`src/rtl/pause_flow_ctrl.sv`:
```
// rtl/pause_flow_ctrl.sv - TX XOFF/XON scheduler and RX pause-quanta timer for the 10G MAC
// Optional statistics counters are built only when PAUSE_FLOW_STATS_EN is defined.
module pause_flow_ctrl #(
  parameter int LEVEL_W        = 12,
  parameter int QUANTUM_CYCLES = 8
) (
  input  logic               clk,
  input  logic               aresetn,
  input  logic [LEVEL_W-1:0] rx_fifo_level,
  input  logic [LEVEL_W-1:0] cfg_xoff_thresh,
  input  logic [LEVEL_W-1:0] cfg_xon_thresh,
  input  logic [15:0]        cfg_min_hold,
  input  logic               cfg_tx_pause_enable,
  input  logic               cfg_rx_pause_enable,
  input  logic               sw_pause_req,
  input  logic               rx_pause_valid,
  input  logic [15:0]        rx_pause_quanta,
  output logic               tx_pause_send,
  output logic               rx_pause_active,
  output logic [15:0]        rx_pause_remaining,
  output logic               cfg_err,
  input  logic               stats_clr,
  output logic [31:0]        stat_xoff_events,
  output logic [31:0]        stat_rx_pause_frames
);

  localparam int SUB_W = $clog2(QUANTUM_CYCLES);
  localparam logic [SUB_W-1:0] SUB_MAX = SUB_W'(QUANTUM_CYCLES - 1);

  typedef enum logic [1:0] {
    TX_XON,
    TX_HOLD,
    TX_ARMED
  } tx_state_e;

  logic [15:0]      q_cnt_q, q_cnt_d;
  logic [SUB_W-1:0] sub_cnt_q, sub_cnt_d;
  tx_state_e        state_q, state_d;
  logic [15:0]      hold_q, hold_d;
  logic             send_q;
  logic             cfg_err_q;
  logic             xoff_cond, xon_cond;
  logic             xoff_evt, rx_accept;

  // A misconfigured threshold pair masks only the level-based XOFF term.
  assign xoff_cond = sw_pause_req || (!cfg_err_q && (rx_fifo_level >= cfg_xoff_thresh));
  assign xon_cond  = !sw_pause_req && (rx_fifo_level <= cfg_xon_thresh);
  assign rx_accept = rx_pause_valid && cfg_rx_pause_enable;

  always_comb begin
    q_cnt_d   = q_cnt_q;
    sub_cnt_d = sub_cnt_q;
    if (!cfg_rx_pause_enable) begin
      q_cnt_d   = '0;
      sub_cnt_d = '0;
    end else if (rx_pause_valid) begin
      q_cnt_d   = rx_pause_quanta;
      sub_cnt_d = '0;
    end else if (q_cnt_q != 16'd0) begin
      if (sub_cnt_q == SUB_MAX) begin
        sub_cnt_d = '0;
        q_cnt_d   = q_cnt_q - 16'd1;
      end else begin
        sub_cnt_d = sub_cnt_q + 1'b1;
      end
    end
  end

  always_comb begin
    state_d  = state_q;
    hold_d   = hold_q;
    xoff_evt = 1'b0;
    case (state_q)
      TX_XON: begin
        if (cfg_tx_pause_enable && xoff_cond) begin
          state_d  = TX_HOLD;
          hold_d   = cfg_min_hold;
          xoff_evt = 1'b1;
        end
      end
      TX_HOLD: begin
        if (hold_q == 16'd0) state_d = TX_ARMED;
        else                 hold_d  = hold_q - 16'd1;
      end
      TX_ARMED: begin
        if (xon_cond) state_d = TX_XON;
      end
      default: state_d = TX_XON;
    endcase
    if (!cfg_tx_pause_enable) begin
      state_d  = TX_XON;
      xoff_evt = 1'b0;
    end
  end

  always_ff @(posedge clk or negedge aresetn) begin
    if (!aresetn) begin
      q_cnt_q   <= '0;
      sub_cnt_q <= '0;
      state_q   <= TX_XON;
      hold_q    <= '0;
      send_q    <= 1'b0;
      cfg_err_q <= 1'b0;
    end else begin
      q_cnt_q   <= q_cnt_d;
      sub_cnt_q <= sub_cnt_d;
      state_q   <= state_d;
      hold_q    <= hold_d;
      send_q    <= (state_d != TX_XON);
      cfg_err_q <= (cfg_xon_thresh >= cfg_xoff_thresh);
    end
  end

  assign tx_pause_send      = send_q;
  assign rx_pause_active    = (q_cnt_q != 16'd0);
  assign rx_pause_remaining = q_cnt_q;
  assign cfg_err            = cfg_err_q;

`ifdef PAUSE_FLOW_STATS_EN
  logic [31:0] xoff_cnt_q, rxf_cnt_q;

  // Saturating counters; a clear wins over a coincident increment.
  always_ff @(posedge clk or negedge aresetn) begin
    if (!aresetn) begin
      xoff_cnt_q <= '0;
      rxf_cnt_q  <= '0;
    end else if (stats_clr) begin
      xoff_cnt_q <= '0;
      rxf_cnt_q  <= '0;
    end else begin
      if (xoff_evt && (xoff_cnt_q != 32'hFFFF_FFFF)) xoff_cnt_q <= xoff_cnt_q + 32'd1;
      if (rx_accept && (rxf_cnt_q != 32'hFFFF_FFFF)) rxf_cnt_q <= rxf_cnt_q + 32'd1;
    end
  end

  assign stat_xoff_events     = xoff_cnt_q;
  assign stat_rx_pause_frames = rxf_cnt_q;
`else
  logic unused_stats;
  assign unused_stats         = stats_clr ^ xoff_evt ^ rx_accept;
  assign stat_xoff_events     = 32'd0;
  assign stat_rx_pause_frames = 32'd0;
`endif

endmodule

```
`config.mk`:
```
export PLATFORM = sky130hd
export DESIGN_NAME = pause_flow_ctrl
export DESIGN_NICKNAME = d
export VERILOG_FILES = /design/src/rtl/pause_flow_ctrl.sv
export SDC_FILE = /design/constraint.sdc
export NUM_CORES = 1
export LEC_CHECK = 0
export CAP_MARGIN = 5
export CORE_MARGIN = 2
export CORE_UTILIZATION = 30
export CTS_BUF_LIST = sky130_fd_sc_hd__clkbuf_8
export CTS_CLUSTER_DIAMETER = 200
export DETAILED_ROUTE_END_ITERATION = 10
export PLACE_DENSITY = 0.7
export SYNTH_ARGS = -nofsm -noshare
export SYNTH_HDL_FRONTEND = slang
export SYNTH_SLANG_ARGS = --single-unit
```
`constraint.sdc`:
```
create_clock -name clk -period 6.5 [get_ports clk]
set_clock_uncertainty 0.2 [all_clocks]
set_input_delay 0.975 -clock clk [delete_from_list [all_inputs] [get_ports clk]]
set_output_delay 0.975 -clock clk [all_outputs]
set_load 0.05 [all_outputs]
```
==> results of run 1 <==
cell families after synthesis:
family | after synthesis | synth area share
AO/OA/AOI/OAI | 121 | 0.2198
XOR/XNOR | 10 | 0.02360
adder cells (fa/ha/maj) | 40 | 0.1349
buffers and inverters | 110 | 0.1827
flip-flops | 39 | 0.2630
multiplexers | 2 | 0.005395
other | 1 | 0.001010
AND/OR/NAND/NOR | 115 | 0.1696
metal layers:
metal  GRT usage  part of all wire
met5           0                 0
met4     0.02410            0.0046
met3     0.02847             0.059
met2      0.2369              0.51
met1      0.1574              0.42
area by class of cell:
type,instances,area share
clock buffer,6,0.01791
inverter,32,0.02605
multi-input combinational,352,0.4974
clock inverter,1,0.001085
timing repair buffer,93,0.2003
sequential,39,0.2117
tap,168,0.04559
registers in the layout, indices dropped and copies added (netlist names):
register and count:
hold_q 16, rx_pause_remaining 16, sub_cnt_q 3, state_q 2
cfg_err 1, tx_pause_send 1
power by group:
group	internal, uW	switching [uW]	leakage (uW)
sequential	286	53.8	0.000488
combinational	139	234	0.00151
clock	83.3	81.2	0.0000470
total	509	369	0.00205
worst min-delay path: stages, from the launching register on:
cell and delay [ns]:
dfrtp_1 0.35, mux2i_1 0.07, nor2_1 0.08
worst max-delay path by stage:
| stage | end | slack [ns] | cells after the start |
|---|---|---|---|
| CTS | rx_pause_active | 2.43 | 5 |
| floorplan | rx_pause_active | 3.35 | 4 |
| global placement | hold_q[3]$_DFFE_PN0P_ | 2.49 | 9 |
| finish | rx_pause_active | 2.40 | 5 |
| detailed placement | hold_q[3]$_DFFE_PN0P_ | 2.41 | 9 |
| global route | rx_pause_active | 2.22 | 5 |
cell usage in the layout, fill, tap and decap left out, types with 9 or more instances in the layout:
cell             netlist  layout
ha_1                  40      40
dfrtp_1               39      39
nand2_1               17      17
nand3_1                9       9
o21ai_0               17      17
o21ai_1               13      13
inv_1                 32      32
clkdlybuf4s50_1        0      91
nor3_1                16      16
nor2_1                33      33
a21oi_1               31      31
conb_1                 1      64
stage by stage:
| step | instance area (sq um) | setup WS [ns] | cells | util | hold WS, ns |
|---|---|---|---|---|---|
| 2_1_floorplan | 3948 | 3.353 | 501 | - | 0.2830 |
| 3_5_place_dp | 4523 | 2.412 | 684 | 0.3750 | 0.3247 |
| 6_report | 4611 | 2.397 | 691 | 0.3823 | 0.3316 |
| 5_1_grt | 4611 | 2.219 | 691 | 0.3823 | 0.3627 |
| 3_3_place_gp | 4523 | 2.493 | 684 | 0.3750 | 0.3045 |
| 4_1_cts | 4611 | 2.427 | 691 | 0.3823 | 0.3413 |
==> metrics.md, run 1 <==
| Metric | Value |
|---|---|
| Top cells by area, synth | `dfrtp_1 (26%), ha_1 (13%), buf_4 (13%)` |
| Total negative slack | `0 ns` |
| Gpl congestion | `0.8674` |
| Post_cts resized | `0` |
| Global route total overflow | `0` |
| Final hold vios | `0` |
| Core Area | `12060 sq um` |
| # hold bufs at CTS | `0` |
| Worst Path Buf+Inv | `2` |
| Root buffer cell | `clkbuf_8` |
| Worst min-delay path endpoint | `sub_cnt_q[2]$_DFFE_PN0P_` |
| Post-synth cell types | `65` |
| Unrepaired setup endpoints after global routing | `no` |
| DRT Wirelength | `8738 microns` |
| Post-synthesis sequential area ratio | `0.2630` |
| Largest net degree at the start of global routing | `40` |
| Crit path from | `rx_pause_remaining[8]$_DFFE_PN0P_` |
| Post-synthesis instance total | `438` |
| Yosys top cell area share | `0.2630` |
| Dominant cell type by area after synthesis | `dfrtp_1` |
| Global-route wire length before repair | `14220 microns` |
| Fillers | `1231` |
| Multi-input logic area | `2293 sq um` |
| Layout area overhead | `24.24%` |
| # port buffers | `92` |
| Share of cells above drive strength 1 | `0.04207` |
| Setup Buffers After CTS | `0` |
| Avg Cell Area, Syn | `8.473 sq um` |
| TritonCTS buffer count | `5` |
| CP peak stage delay | `0.72 ns` |
| CP delay by family, top | `simple AND/OR/NAND/NOR gates` |
| Req. time, crit path | `5.32 ns` |
| Reg-to-Reg End | `hold_q[3]$_DFFE_PN0P_` |
| Worst-path clk slew | `0.07 ns` |
| Die ar. | `13280 sq um` |
| Die Height | `115.2 microns` |
| Top-count cell post-synth | `buf_4` |
| Clk buf depth | `2` |
| Vias in the first global route | `3138` |
| Register area | `975.9 sq um` |
| Slew margin rel. | `0.3504` |
| DR WL/cell | `12.65 microns` |
| Detailed Place HPWL | `7082 microns` |
| Final Setup Violations | `0` |
| FF-to-FF Start | `hold_q[0]$_DFFE_PN0P_` |
| N_diodes | `0` |
| PwrDens | `190.3 nW/um^2` |
| Tcrit/Tclk final | `0.6313` |
| Vias per cell | `4.650` |
| Worst VDD drop | `0.00009095 V` |
| Initial DRC count | `149` |
| Initial Utilization | `0.3077` |
| CP Capture Type | `output port` |
| Critical path arrival | `2.93 ns` |
| CP Max Fanout | `7` |
| Vias | `3213` |
| CTS tree | `done` |
| Measured slew at the worst slew-check pin | `0.9745 ns` |
| Outcome | `complete, no violations` |
| #FFs+latches synth | `39` |
| CP Cell Sequence | `nor4_1 > nand4_1 > nor4_4 > inv_1 > clkdlybuf4s50_1` |
| Antenna Violating Nets Remaining | `0` |
| # DRC | `0` |
| Chip width | `115.2 microns` |
| GRT Overall Usage | `0.1297` |
| Hold Startpoint | `sub_cnt_q[2]$_DFFE_PN0P_` |
| I/O Pins | `158` |
| LEAKAGE | `0.002046 uW` |
| FFs w/ async S/R, synth | `1.000` |
| Startpoint Class | `register` |
| Final-stage net count | `638` |
| Reg2reg setup slack | `3.37 ns` |
| Initial antenna violation count | `0` |
| Worst hold path type | `reg -> reg` |
| Post-synth EDFFs | `0` |
| Pins Over Slew Limit | `0` |
| Worst path slowest cell | `clkdlybuf4s50_1` |
| Maximum clock frequency | `243.7 MHz` |
| Clk Latency, worst-skew pair | `0.28 ns` |
| Final total power | `877.6 uW` |
| Synth Warn # | `0` |
| DRT Pass-1 Iters | `4` |
| H-tree levels | `2` |
| Fin crit period | `4.103 ns` |
| FP Rows | `40` |
| Synth Flop Type | `dfrtp_1` |
| Depth of the worst hold-timing path | `2` |
| Cells on worst reg2reg path | `8` |
| Setup CP Type | `reg -> out` |
| Sink Count | `39` |
| Max Cap Violations | `0` |
| Synthesized cell area | `3711 sq um` |
| Synth cell count leaders | `buf_4 (64), ha_1 (40), dfrtp_1 (39), nor2_1 (33), inv_1 (32)` |
Note: power is estimated with default switching activity, not from simulation.
==> inputs of run 2 (changes only) <==
--- a/config.mk
+++ b/config.mk
@@ -11,7 +11,7 @@
 export CTS_BUF_LIST = sky130_fd_sc_hd__clkbuf_8
 export CTS_CLUSTER_DIAMETER = 200
 export DETAILED_ROUTE_END_ITERATION = 10
-export PLACE_DENSITY = 0.7
+export PLACE_DENSITY = 0.72
 export SYNTH_ARGS = -nofsm -noshare
 export SYNTH_HDL_FRONTEND = slang
 export SYNTH_SLANG_ARGS = --single-unit
==> constraint.sdc (replaced) <==
create_clock -name clk -period 3.42 [get_ports clk]
set_clock_uncertainty 0.2 [all_clocks]
set_input_delay 0.513 -clock clk [delete_from_list [all_inputs] [get_ports clk]]
set_output_delay 0.513 -clock clk [all_outputs]
set_load 0.05 [all_outputs]
==> run 2 against run 1 <==
Effect of this change: critical path depth unchanged; core utilization increased by 0.52 points; clock power rose by 110%; cell count rose by 0.58%; power is 95% higher; die area is the same; sequential power grew 90%; hold slack got worse by 0.18 ns; combinational power increased by 95%; non-clock buffer count is 3 higher; critical path type unchanged.
==> metrics.md, run 2 (synthesis gave the netlist of run 1 again) <==
| Metric | Value |
|---|---|
| TritonCTS buffer count | `5 (unchanged)` |
| CP Max Fanout | `5 (-2)` |
| Clk Latency, worst-skew pair | `0.28 ns (about the same)` |
| Measured slew at the worst slew-check pin | `0.8987 ns (-0.07581 ns)` |
| Worst path slowest cell | `clkdlybuf4s50_1` |
| H-tree levels | `2 (unchanged)` |
| Reg2reg setup slack | `0.80 ns (-2.57 ns)` |
| Crit path from | `rx_pause_remaining[10]$_DFFE_PN0P_` |
| Cells on worst reg2reg path | `9 (+1)` |
| GRT Overall Usage | `0.1371 (+0.007418)` |
| Die Height | `115.2 microns (unchanged)` |
| Detailed Place HPWL | `7433 microns (+5.0%)` |
| Final-stage net count | `641 (+0.47%)` |
| Fillers | `1206 (-2.0%)` |
| # port buffers | `92 (unchanged)` |
| Startpoint Class | `register` |
| Tcrit/Tclk final | `0.9707` |
| Final Cell Area | `4673 sq um (+1.4%)` |
| Largest net degree at the start of global routing | `40 (unchanged)` |
| Placed cell count | `687 (+0.44%)` |
| Final hold vios | `0 (unchanged)` |
| Max Cap Violations | `0 (unchanged)` |
| Initial antenna violation count | `0 (unchanged)` |
| Setup Buffers After CTS | `0 (unchanged)` |
| CP Cell Sequence | `nor3_1 > nand4_1 > nor4_4 > inv_1 > clkdlybuf4s50_1` |
| DR WL/cell | `13.12 microns (+3.8%)` |
| # hold bufs at CTS | `0 (unchanged)` |
| Maximum clock frequency | `301.2 MHz` |
| DRT Wirelength | `9119 microns (+4.4%)` |
| CTS tree | `done` |
| Outcome | `complete, no violations` |
| DRT Pass-1 Iters | `4 (unchanged)` |
| Worst Slack Setup Final | `0.1004 ns (-2.296 ns)` |
| I/O Pins | `158 (unchanged)` |
| Initial Utilization | `0.3077 (unchanged)` |
| Sink Count | `39 (unchanged)` |
| Core Area | `12060 sq um (unchanged)` |
| Fin crit period | `3.320 ns` |
| Die ar. | `13280 sq um (unchanged)` |
| PwrDens | `366.6 nW/um^2 (+93%)` |
| Vias in the first global route | `3188 (+1.6%)` |
| Gpl congestion | `0.8662 (-0.14%)` |
| Global-route wire length before repair | `14940 microns (+5.0%)` |
| Commonest non-fill, non-tap cell in the layout | `clkdlybuf4s50_1` |
| Clk buf depth | `2 (unchanged)` |
| # DRC | `0 (unchanged)` |
| Final Setup Violations | `0 (unchanged)` |
| Finished Layout Cells | `695 (+0.58%)` |
| Setup Slack @ Placement | `0.2699 ns (-2.142 ns)` |
| Global route total overflow | `0 (unchanged)` |
| Chip width | `115.2 microns (unchanged)` |
| CP Capture Type | `output port` |
| Total negative slack | `0 ns (unchanged)` |
| Critical path arrival | `2.61 ns (-0.32 ns)` |
| CP peak stage delay | `0.71 ns (about the same)` |
| Worst-path clk slew | `0.08 ns (about the same)` |
| Unrepaired setup endpoints after global routing | `no` |
| FP Rows | `40 (unchanged)` |
| Worst VDD drop | `0.0001644 V (+81%)` |
| Worst hold path type | `in -> async` |
| Post_cts resized | `0 (unchanged)` |
| Antenna Violating Nets Remaining | `0 (unchanged)` |
| Reg-to-Reg End | `hold_q[3]$_DFFE_PN0P_` |
| Setup CP Type | `reg -> out` |
| Area after DPL | `4558 sq um (+0.77%)` |
| Vias per cell | `4.650 (about the same)` |
| Pins Over Slew Limit | `0 (unchanged)` |
| Vias | `3232 (+0.59%)` |
| Layout area overhead | `25.93%` |
| Initial DRC count | `185 (+24%)` |
| Share of cells above drive strength 1 | `0.04934 (+0.007271)` |
| FF-to-FF Start | `hold_q[0]$_DFFE_PN0P_` |
| Most frequent cells in the layout | `clkdlybuf4s50_1 (91), conb_1 (64), ha_1 (40)` |
| Worst setup path endpoint | `rx_pause_active` |
| Req. time, crit path | `2.71 ns (-2.61 ns)` |
| N_diodes | `0 (unchanged)` |
| Slew margin rel. | `0.4009 (+0.05054)` |
| LEAKAGE | `0.002078 uW (+1.6%)` |
| Root buffer cell | `clkbuf_8` |
run 2: changes by cell type in the layout (fill, tap and decap cells not counted):
cell	delta
buf_4	+2
buf_12	+1
clkbuf_8	+1
clkinv_2	-1
inv_1	+1
nor4_1	-1
nor4_4	+1
run 2: critical path, delay by kind of cell, from the launching register on:
family,cells,cell delay (ns)
AND/OR/NAND/NOR,3,1.08
buffers and inverters,2,0.80
flip-flops,1,0.43
run 2: layout make-up:
type | count | area, sq um | area share
tap | 168 | 210.2 | 0.04498
clock inverter | 1 | 3.754 | 0.0008032
clock buffer | 7 | 96.34 | 0.02062
timing repair buffer | 96 | 958.4 | 0.2051
inverter | 32 | 120.1 | 0.02570
multi-input combinational | 352 | 2308 | 0.4940
sequential | 39 | 975.9 | 0.2088
run 2: per-layer routing:
layer | global-route usage | up-vias | wire, microns
met5 | 0 | - | 0
met4 | 0.02490 | 0 | 72
met3 | 0.02583 | 6 | 527
met2 | 0.2557 | 121 | 4601
met1 | 0.1649 | 1494 | 3917
li1 | - | 1611 | -
run 2: where the power goes:
part,internal (uW),switching [uW]
sequential,544,103
combinational,276,451
clock,181,159
run 2: how the worst min path moves through the flow:
stage / start / to / slack, ns / depth (start not counted)
global route: aresetn / rx_pause_remaining[11]$_DFFE_PN0P_ / 0.21 / 1
CTS: aresetn / rx_pause_remaining[11]$_DFFE_PN0P_ / 0.17 / 1
global placement: hold_q[13]$_DFFE_PN0P_ / hold_q[13]$_DFFE_PN0P_ / 0.31 / 1
detailed placement: hold_q[13]$_DFFE_PN0P_ / hold_q[13]$_DFFE_PN0P_ / 0.32 / 1
finish: aresetn / rx_pause_remaining[3]$_DFFE_PN0P_ / 0.15 / 1
floorplan: aresetn / cfg_err$_DFF_PN0_ / 0.02 / 0
run 2: through the flow:
step | power (uW) | hold WS, ns | util
after global routing | 1837 | 0.2143 | 0.3874
final | 1713 | 0.1520 | 0.3874
after CTS | 1725 | 0.1747 | 0.3862
after global placement | 1348 | 0.3074 | 0.3779
after detailed placement | 1379 | 0.3172 | 0.3779
after floorplan | 1214 | 0.01741 | -
==> inputs of run 3 (changes only) <==
--- a/config.mk
+++ b/config.mk
@@ -7,11 +7,10 @@
 export LEC_CHECK = 0
 export CAP_MARGIN = 5
 export CORE_MARGIN = 2
-export CORE_UTILIZATION = 30
-export CTS_BUF_LIST = sky130_fd_sc_hd__clkbuf_8
-export CTS_CLUSTER_DIAMETER = 200
+export CORE_UTILIZATION = 39
+export CTS_BUF_LIST = sky130_fd_sc_hd__clkbuf_8 sky130_fd_sc_hd__clkbuf_16
 export DETAILED_ROUTE_END_ITERATION = 10
-export PLACE_DENSITY = 0.72
+export PLACE_DENSITY = 0.87
 export SYNTH_ARGS = -nofsm -noshare
 export SYNTH_HDL_FRONTEND = slang
 export SYNTH_SLANG_ARGS = --single-unit
==> run 3 against run 2 <==
Effect of this change: maximum frequency up 4.1%; critical path type unchanged; first-iteration DRC count fell by 40%; clock power is 19% higher; power is 3.8% higher; non-clock buffer count up 1; highest routed layer unchanged; worst setup slack gained 0.13 ns; sequential power about the same; register-to-register slack is essentially flat; critical path depth unchanged; hold slack got worse by 0.016 ns; largest power group unchanged; flip-flop and latch count stayed put; critical endpoint unchanged; die area shrank 22%.
==> metrics.md, run 3 (synthesis gave the netlist of run 1 again) <==
| Metric | Value |
|---|---|
| Outcome | `complete, no violations` |
| Vias per cell | `5.102 (+9.7%)` |
| Core Area | `9240 sq um (-23%)` |
| GRT Overall Usage | `0.1669 (+0.02974)` |
| Chip width | `101.5 microns (-12%)` |
| N_diodes | `0 (unchanged)` |
| Reg-to-Reg End | `hold_q[9]$_DFFE_PN0P_` |
| DRT Pass-1 Iters | `7 (+3)` |
| # port buffers | `92 (unchanged)` |
| Worst VDD drop | `0.0002149 V (+31%)` |
| Final-stage net count | `642 (+0.16%)` |
| Startpoint Class | `register` |
| Req. time, crit path | `2.71 ns (about the same)` |
| Root buffer cell | `clkbuf_8` |
| Worst path slowest cell | `clkdlybuf4s50_1` |
| CP peak stage delay | `0.70 ns (about the same)` |
| DRT Wirelength | `8696 microns (-4.6%)` |
| CP Max Fanout | `5 (unchanged)` |
| Critical path arrival | `2.48 ns (-0.13 ns)` |
| CTS tree | `done` |
| Final core utilization | `0.5018 (+0.1144)` |
| Maximum clock frequency | `313.6 MHz (+4.1%)` |
| Cells on worst reg2reg path | `9 (unchanged)` |
| PwrDens | `383.4 nW/um^2 (+4.6%)` |
| Worst-path clk slew | `0.09 ns (about the same)` |
| Max Cap Violations | `0 (unchanged)` |
| H-tree levels | `2 (unchanged)` |
| CP Capture Type | `output port` |
| Worst hold path type | `in -> async` |
| Clk buf depth | `2 (unchanged)` |
| Fillers | `876 (-27%)` |
| Gpl congestion | `0.8501 (-1.9%)` |
| Total negative slack | `0 ns (unchanged)` |
| Die Height | `101.5 microns (-12%)` |
| Initial DRC count | `111 (-40%)` |
| Antenna Violating Nets Remaining | `0 (unchanged)` |
| I/O Pins | `158 (unchanged)` |
| # DRC | `0 (unchanged)` |
| Hold_ws | `0.1364 ns (-0.01563 ns)` |
| Reg2reg setup slack | `0.81 ns (about the same)` |
| Largest net degree at the start of global routing | `40 (unchanged)` |
| Sink Count | `39 (unchanged)` |
| Fin crit period | `3.189 ns (-0.1307 ns)` |
| Initial antenna violation count | `0 (unchanged)` |
| TritonCTS buffer count | `5 (unchanged)` |
| Pins Over Slew Limit | `0 (unchanged)` |
| Slew margin rel. | `0.4047 (+0.003843)` |
| Global route total overflow | `0 (unchanged)` |
| LEAKAGE | `0.002083 uW (+0.24%)` |
| Final hold vios | `0 (unchanged)` |
| Commonest non-fill, non-tap cell in the layout | `clkdlybuf4s50_1` |
| Global-route wire length before repair | `14210 microns (-4.8%)` |
| Clk Latency, worst-skew pair | `0.29 ns (about the same)` |
| Unrepaired setup endpoints after global routing | `no` |
| CP Cell Sequence | `nor3_1 > nand4_1 > nor4_4 > inv_1 > clkdlybuf4s50_1` |
| FP Rows | `35 (-13%)` |
| Layout area overhead | `24.95%` |
| Initial Utilization | `0.4016 (+0.09395)` |
| Tcrit/Tclk final | `0.9324 (-0.03822)` |
| Final Setup Violations | `0 (unchanged)` |
| Area after DPL | `4504 sq um (-1.2%)` |
| Setup CP Type | `reg -> out` |
| Die ar. | `10310 sq um (-22%)` |
| FF-to-FF Start | `hold_q[0]$_DFFE_PN0P_` |
| DR WL/cell | `13.24 microns (+0.88%)` |
| Share of cells above drive strength 1 | `0.05303 (+0.003694)` |
| Vias in the first global route | `3172 (-0.50%)` |
| Final Cell Area | `4637 sq um (-0.78%)` |
| Detailed Place HPWL | `7007 microns (-5.7%)` |
| Most frequent cells in the layout | `clkdlybuf4s50_1 (91), conb_1 (64), ha_1 (40)` |
| Vias | `3352 (+3.7%)` |
| Measured slew at the worst slew-check pin | `0.8929 ns (-0.005764 ns)` |
[run 3: changes by cell type in the layout (fill, tap and decap cells not counted)]
cell / change
clkbuf_8: -1
buf_12: -1
clkinv_2: +1
inv_1: -1
buf_4: +2
bufinv_16: +1
[run 3: area by class of cell]
| cell class | instances | area (sq um) | share of cell area |
|---|---|---|---|
| multi-input cells | 352 | 2308 | 0.4978 |
| flip-flops and latches | 39 | 975.9 | 0.2105 |
| repair buffers | 97 | 953.4 | 0.2056 |
| well taps | 129 | 161.4 | 0.03481 |
| inverters | 32 | 120.1 | 0.02590 |
| clock buffers | 6 | 82.58 | 0.01781 |
| clock inverters | 2 | 35.03 | 0.007555 |
[run 3: worst max-delay path by stage]
stage | cells past startpoint | from | end
finish | 5 | rx_pause_remaining[10]$_DFFE_PN0P_ | rx_pause_active
global route | 5 | rx_pause_remaining[10]$_DFFE_PN0P_ | rx_pause_active
CTS | 5 | rx_pause_remaining[8]$_DFFE_PN0P_ | rx_pause_active
detailed placement | 10 | rx_fifo_level[0] | hold_q[9]$_DFFE_PN0P_
global placement | 10 | rx_fifo_level[0] | hold_q[3]$_DFFE_PN0P_
floorplan | 4 | rx_pause_remaining[8]$_DFFE_PN0P_ | rx_pause_active
[run 3: timing repair]
action / in CTS / in global routing
resized for setup: 0 / 2
buffers inserted: 0 / 0
hold endpoints to repair: 0 / 0
hold buffers: 0 / 0
endpoints found under the setup margin: 0 / 1
[run 3: power breakdown]
part | internal [uW] | leakage, uW | switching (uW)
registers | 544 | 0.000488 | 104
clock network | 236 | 0.0000612 | 170
logic | 274 | 0.00153 | 450
total | 1050 | 0.00208 | 724
[run 3: layer usage]
| metal | track usage | wire [microns] | vias up |
|---|---|---|---|
| met3 | 0.03727 | 614 | 8 |
| met4 | 0.04054 | 90 | 0 |
| met2 | 0.3016 | 4501 | 121 |
| met5 | 0 | 0 | - |
| met1 | 0.2001 | 3490 | 1607 |
| li1 | - | - | 1616 |
[run 3: stage by stage]
stage	std cells	setup WS, ns	power, uW
global route	657	0.05516	1881
floorplan	501	0.7347	1214
CTS	657	0.1169	1778
finish	657	0.2311	1778
global placement	649	0.3112	1338
detailed placement	649	0.2545	1376
[run 3: critical path, delay by kind of cell (launching register included)]
family,cells,cell delay [ns]
simple gates,3,1.00
buf+inv,2,0.76
flops,1,0.43
